$ cat config.mk
export PLATFORM = sky130hd
export DESIGN_NAME = cmd_dispatch
export DESIGN_NICKNAME = d
export VERILOG_FILES = /design/src/rtl/line_follower_pkg.sv /design/src/rtl/cmd_watchdog.sv /design/src/rtl/cmd_dispatch.sv
export SDC_FILE = /design/constraint.sdc
export NUM_CORES = 1
export LEC_CHECK = 0
export ABC_AREA = 1
export CAP_MARGIN = 5
export CORE_ASPECT_RATIO = 0.75
export CORE_MARGIN = 2
export CORE_UTILIZATION = 45
export CTS_CLUSTER_DIAMETER = 150
export DETAILED_ROUTE_END_ITERATION = 12
export PLACE_DENSITY = 0.68
export SLEW_MARGIN = 10
export SYNTH_ARGS = -nofsm -noshare
export SYNTH_HDL_FRONTEND = slang
export SYNTH_SLANG_ARGS = --single-unit
$ cat constraint.sdc
create_clock -name clk -period 3.6 [get_ports clk]
set_clock_uncertainty 0.05 [all_clocks]
set_input_delay 0.72 -clock clk [delete_from_list [all_inputs] [get_ports clk]]
set_output_delay 0.72 -clock clk [all_outputs]
set_load 0.02 [all_outputs]
$ cat src/rtl/line_follower_pkg.sv
// Shared types for the line-follower command path: opcodes, dispatcher states
// and the station-ID width.
package line_follower_pkg;

    localparam int ID_W = 6;

    typedef enum logic [1:0] {
        OP_STOP = 2'b00,
        OP_GO   = 2'b01
    } opcode_t;

    typedef enum logic {
        IDLE,
        TRANSIT
    } disp_state_t;

endpackage

$ cat src/rtl/cmd_watchdog.sv
// Clearable up-counter that flags expiry on its last allowed cycle and
// saturates there rather than wrapping.
module cmd_watchdog #(
    parameter int LIMIT = 50_000_000,
    parameter int CNT_W = 26
) (
    input  logic clk,
    input  logic rst_n,
    input  logic clr,
    input  logic en,
    output logic expire
);

    localparam logic [CNT_W-1:0] LAST = CNT_W'(LIMIT - 1);

    logic [CNT_W-1:0] count_q;
    logic [CNT_W-1:0] count_d;

    always_comb begin
        count_d = count_q;
        if (clr) begin
            count_d = '0;
        end else if (en && (count_q != LAST)) begin
            count_d = count_q + CNT_W'(1);
        end
    end

    assign expire = en && (count_q == LAST);

    always_ff @(posedge clk or negedge rst_n) begin
        if (!rst_n) begin
            count_q <= '0;
        end else begin
            count_q <= count_d;
        end
    end

endmodule

$ cat src/rtl/cmd_dispatch.sv
// Command dispatcher: consumes UART bytes and station-ID reads, tracks the
// destination and drives in_transit, with a watchdog that aborts a stalled transit.
module cmd_dispatch
    import line_follower_pkg::*;
#(
    parameter int TIMEOUT_CYCLES = 50_000_000,
    parameter int CNT_W          = 26
) (
    input  logic            clk,
    input  logic            rst_n,
    input  logic            cmd_rdy,
    input  logic [7:0]      cmd,
    output logic            clr_cmd_rdy,
    input  logic            ID_vld,
    input  logic [7:0]      ID,
    output logic            clr_ID_vld,
    output logic            in_transit,
    output logic [ID_W-1:0] dest_id,
    output logic            fault
);

    disp_state_t     state_q, state_d;
    logic            in_transit_q, in_transit_d;
    logic [ID_W-1:0] dest_id_q, dest_id_d;
    logic            fault_q, fault_d;

    logic wd_clr;
    logic wd_en;
    logic wd_expire;

    logic go_cmd;
    logic stop_cmd;
    logic id_hit;

    // Both sources are consumed in every state, so each ack is simply its level,
    // suppressed while reset is held.
    assign clr_cmd_rdy = cmd_rdy & rst_n;
    assign clr_ID_vld  = ID_vld & rst_n;

    assign go_cmd   = cmd_rdy && (cmd[7:6] == OP_GO);
    assign stop_cmd = cmd_rdy && (cmd[7:6] == OP_STOP);
    assign id_hit   = ID_vld && (ID[7:6] == 2'b00) && (ID[ID_W-1:0] == dest_id_q);
    assign wd_en    = (state_q == TRANSIT);

    always_comb begin
        state_d      = state_q;
        in_transit_d = in_transit_q;
        dest_id_d    = dest_id_q;
        fault_d      = fault_q;
        wd_clr       = 1'b0;

        case (state_q)
            IDLE: begin
                wd_clr = 1'b1;
                if (go_cmd) begin
                    state_d      = TRANSIT;
                    in_transit_d = 1'b1;
                    dest_id_d    = cmd[ID_W-1:0];
                    fault_d      = 1'b0;
                end
            end
            TRANSIT: begin
                // Any ID arrival kicks the watchdog, matching or not.
                wd_clr = ID_vld;
                if (stop_cmd) begin
                    state_d      = IDLE;
                    in_transit_d = 1'b0;
                    wd_clr       = 1'b1;
                end else if (go_cmd) begin
                    dest_id_d = cmd[ID_W-1:0];
                    wd_clr    = 1'b1;
                end else if (id_hit) begin
                    state_d      = IDLE;
                    in_transit_d = 1'b0;
                    wd_clr       = 1'b1;
                end else if (wd_expire && !ID_vld) begin
                    state_d      = IDLE;
                    in_transit_d = 1'b0;
                    fault_d      = 1'b1;
                    wd_clr       = 1'b1;
                end
            end
            default: begin
                state_d      = IDLE;
                in_transit_d = 1'b0;
            end
        endcase
    end

    cmd_watchdog #(
        .LIMIT (TIMEOUT_CYCLES),
        .CNT_W (CNT_W)
    ) u_watchdog (
        .clk    (clk),
        .rst_n  (rst_n),
        .clr    (wd_clr),
        .en     (wd_en),
        .expire (wd_expire)
    );

    always_ff @(posedge clk or negedge rst_n) begin
        if (!rst_n) begin
            state_q      <= IDLE;
            in_transit_q <= 1'b0;
            dest_id_q    <= '0;
            fault_q      <= 1'b0;
        end else begin
            state_q      <= state_d;
            in_transit_q <= in_transit_d;
            dest_id_q    <= dest_id_d;
            fault_q      <= fault_d;
        end
    end

    assign in_transit = in_transit_q;
    assign dest_id    = dest_id_q;
    assign fault      = fault_q;

endmodule

# Word level (Yosys, flattened, before mapping)
# Cells that the tools add are included.
word_totals:
  ff_bits: 35
  wordCells: 61
  out_inout_bits: 10
  latchBits: 0
  rom_bits: 0
  mem_count: 0
  input_bits: 20
  mem_bits_rw: 0
op_classes:
  n_bitwise: 3
  reduce_logical: 13
  mul: 0
  n_mux: 28
  add_sub_neg: 1
  n_eq_ne: 11
  div: 0
  shifts: 0
  n_lt_le_gt_ge: 0
op_table:
  columns: ["op", "count"]
  rows:
  - ["two-way mux 26 bit", 2]
  - ["adder 26 x 1 -> 26 bit, second input constant", 1]
  - ["== test 26 bit, second input constant", 1]
  - ["!= test 26 bit, second input constant", 1]
  - ["two-way mux 1 bit", 19]
  - ["two-way mux 6 bit", 2]
  - ["case mux 6 bit (2 select lines)", 1]
  - ["!= test 2 bit, second input constant", 4]
  - ["case mux 1 bit (2 select lines)", 4]
  - ["logical AND 1 bit", 7]
  - ["== test 6 bit", 1]
  - ["AND reduction 5 bit", 1]
  - ["zero test 2 bit", 2]
  - ["!= test 4 x 1 -> 1 bit, second input constant", 1]
  - ["!= test 3 x 2 -> 1 bit, second input constant", 1]
  - ["AND reduction 3 bit", 1]
  - ["bitwise AND 1 bit", 2]
  - ["== test 2 x 1 -> 1 bit, second input constant", 1]
  - ["!= test 2 x 1 -> 1 bit, second input constant", 1]
  - ["nonzero test 2 bit", 1]
  - ["zero test 1 bit", 1]
  - ["NOT 1 bit", 1]

# Logic depth before layout (Yosys ltp)
depth:
  ltp_word: 9
  depth_mapped: 11
  depth_no_buf: 11

# By module
# Synthesis repeated with hierarchy kept, for this count alone.
unflattened:
  hier_cells: 350
  hier_area_um2: 2328.5
by_module_without_submodules:
  columns: ["mod", "instances", "area_per_inst_um2", "seq_area_each_um2", "cells_per_inst"]
  rows:
  - ["cmd_watchdog", 1, 1819.2, 650.6, 287]
  - ["cmd_dispatch", 1, 509.2, 225.2, 63]

# Worst setup path before layout
# No wires, ideal clock.
synth_timing:
  path_type: "input to output"
  startpoint: "input port rst_n"
  endpoint: "output port clr_ID_vld"
  arrival_ps: 889
  path_slack_ps: 1941
  path_stages: 2
  n_path_buf: 0
  required_time_ps: 2830
  path_cell_list: "nand2_1 inv_1"
synth_between:
  elab_chain_cells: 1
synth_rtl:
  columns: ["item", "line", "rtl"]
  rows:
  - ["start: declaration", "cmd_dispatch.sv:10", "input logic rst_n,"]
  - ["bitwise AND 1 bit", "cmd_dispatch.sv:38", "assign clr_ID_vld = ID_vld & rst_n;"]
  - ["end: declaration", "cmd_dispatch.sv:16", "output logic clr_ID_vld,"]
# Every way passes these cells.

# Final worst setup path
layout_timing:
  startpoint: "input port ID_vld"
  endpoint: "output port clr_ID_vld"
layout_between:
  elab_chain_cells: 1
layout_rtl:
  columns: ["item", "line", "rtl"]
  rows:
  - ["start: declaration", "cmd_dispatch.sv:14", "input logic ID_vld,"]
  - ["bitwise AND 1 bit", "cmd_dispatch.sv:38", null]
# Every way passes these cells.

==> results.ini <==
[job]
maxCapViolCount=0

[critical_path]
slowest_delay_ps=590
crit_buf_inv=3
critPathKind=input pin to output port
end_kind=output port
slowest_stage=clkdlybuf4s50_1
crit_required_ps=2830
path_cells=clkdlybuf4s50_1 -> nand2_1 -> inv_1 -> clkdlybuf4s50_1
cp_max_fo=4
cp_top_family=buffers and inverters
cpMostUsedCell=clkdlybuf4s50_1
cp.arrival_ps=1940
cp-start-kind=input pin

[synth]
synth-edff-count=0
synth-seq-cells=35
syn_area_um2=2120
ys.flop_type=dfrtp_1
synth_area_leaders=dfrtp_1, nand2_1, nor2_1
ys_seq_area_share_pct=41.4
synth.avg_cell_area_um2=7.73
synth_cell_types=24
synthTopCellsByCount=nand2_1, nor2_1, inv_1, dfrtp_1, nor2_2
synthArstFlopShare_pct=100
yosysTopAreaCell=dfrtp_1
synthDominantCellAreaShare_pct=41.4
syn_inst=274
yosys_warnings=0
syn-num-nets=295
synth_most_common_cell=nand2_1

[clock_network]
postCtsSetupBuffers=0
cts_buffers=5
clock_path_buffers=2
cts_tree=done
clkTransAtPathRegs_ps=70
clock-root-buffer=clkbuf_8
cts_resized=0
holdBufCountCts=0
cts_max_level=2
clock_sinks=35
clock_latency_ps=290

[floorplan]
core-area_um2=4490
start_util_pct=47.1
num_rows=21
die_y_um=63.4
fp.dieW_um=83.2
die_area_um2=5270
ios=30

[routing]
wl_mm=4.31
drt-wirelength-per-cell_um=11.8
drc=0
first_pass_iters=4
routed-via-count=1749
vias_per_cell=4.78
ant_nets=0
drt_iter0_drc=98

[global_route]
grt_pass1_vias=1710
overflow=0
antenna_found_initial=0
grt_max_degree=31
grtUsageTotal_pct=18.6
grt_pass1_wl_mm=7.82

[status]
status=completed

[place]
port_buffers=29
place_inst=358
post-dp-hpwl_mm=3.35
gp_congestion=0.854

[sta]
timing.final.crit_share_pct=75.3
setup_viol=0
slew_headroom_pct=70.4
tightest_slew_ps=443
fmax_mhz=369
rsz0062_at_grt=false
fin_setup_tns_ps=0
drv_slew=0
period_needed_ps=2710
hold_viol_final=0

[power_and_ir_drop]
p_leak_uw=0.00107
peakVddDrop_uv=161
cellPowerDensity_nw_per_um2=344

[final_layout]
antenna_cells=0
fin_nets=329
drive_gt1_share_pct=15.5
area_delta_synth_final_pct=19.9
final_cell_count_no_fill=366

[worst_hold_path]
hp-class=input pin to asynchronous set/reset pin

## flip-flops by register name, summed over array words and instances, names as in the netlist
register	flops
dest_id	6
fault	1
u_watchdog.count_q	26
in_transit	1
state_q	1
## power breakdown
part,internal (µW),switching (µW),total (µW)
registers,410,13.5,423
clock network,175,138,313
logic,64.8,70.9,136
total,649,223,872
## worst reg2reg max path, cell delays in order (launching register included)
cell     delay, ps
dfrtp_1        480
ha_1           340
nand2_2        120
nor2_4         180
nand2_2        100
nor2_4         110
nand2_2         80
nand2_4        310
nor2_1         120
## layout by cell type (no fill, tap or decap), drive strengths merged
cell type       n
a21oi           7
buf             2
clkbuf          8
clkdlybuf4s50  28
dfrtp          35
ha              1
inv            39
mux2            2
nand2          67
nand3          16
nand3b          1
nand4           3
nor2           65
nor3           10
nor3b           4
or2             1
xnor2           7
xor2           13
## cell type report
type	count	area [µm²]
clock buffers	8	100
fillers	423	1960
inverters	39	146
multi-input cells	197	1050
flip-flops and latches	35	876
well taps	57	71.3
repair buffers	30	293
## kinds of logic (layout without fill, tap and decap cells)
logic type | count (synthesis) | after routing | synth area share, %
compound gates | 7 | 7 | 1.65
xor+xnor | 20 | 20 | 8.27
fa+ha+maj | 1 | 1 | 0.591
buf+inv | 42 | 77 | 8.98
flops | 35 | 35 | 41.4
mux | 2 | 2 | 1.06
simple gates | 167 | 167 | 38.1
## per-stage QoR
step / instance area [µm²] / worst slack, ps / hold slack, ps / utilization, % / total power [µW]
after global placement: 2440 / 892 / 457 / 54.2 / 568
after floorplan: 2120 / 1940 / 374 / - / 503
after detailed placement: 2440 / 895 / 467 / 54.2 / 569
after global routing: 2540 / 817 / 213 / 56.5 / 918
final: 2540 / 891 / 218 / 56.5 / 872
after CTS: 2540 / 889 / 206 / 56.5 / 885
## final timing paths
path                                                    from                                  to  slack [ps]  depth (start not counted)
max in group asynchronous                              rst_n  u_watchdog.count_q[17]$_DFFE_PN0P_        2660                          2
hold reg to reg                            fault$_DFFE_PN0P_                   fault$_DFFE_PN0P_         470                          2
setup / recovery                                      ID_vld                          clr_ID_vld         890                          4
setup reg to reg           u_watchdog.count_q[0]$_DFFE_PN0P_  u_watchdog.count_q[11]$_DFFE_PN0P_        1590                          8
min in group clk                           fault$_DFFE_PN0P_                   fault$_DFFE_PN0P_         470                          2
hold / removal                                         rst_n              dest_id[4]$_DFFE_PN0P_         220                          1
## per-layer routing
metal	share of wire, %	track usage (%)
met1	55	27.9
met3	4.4	4.33
met4	1.1	6.15
met5	0	0
met2	40	26.3
Note: power is estimated with default switching activity, not from simulation.
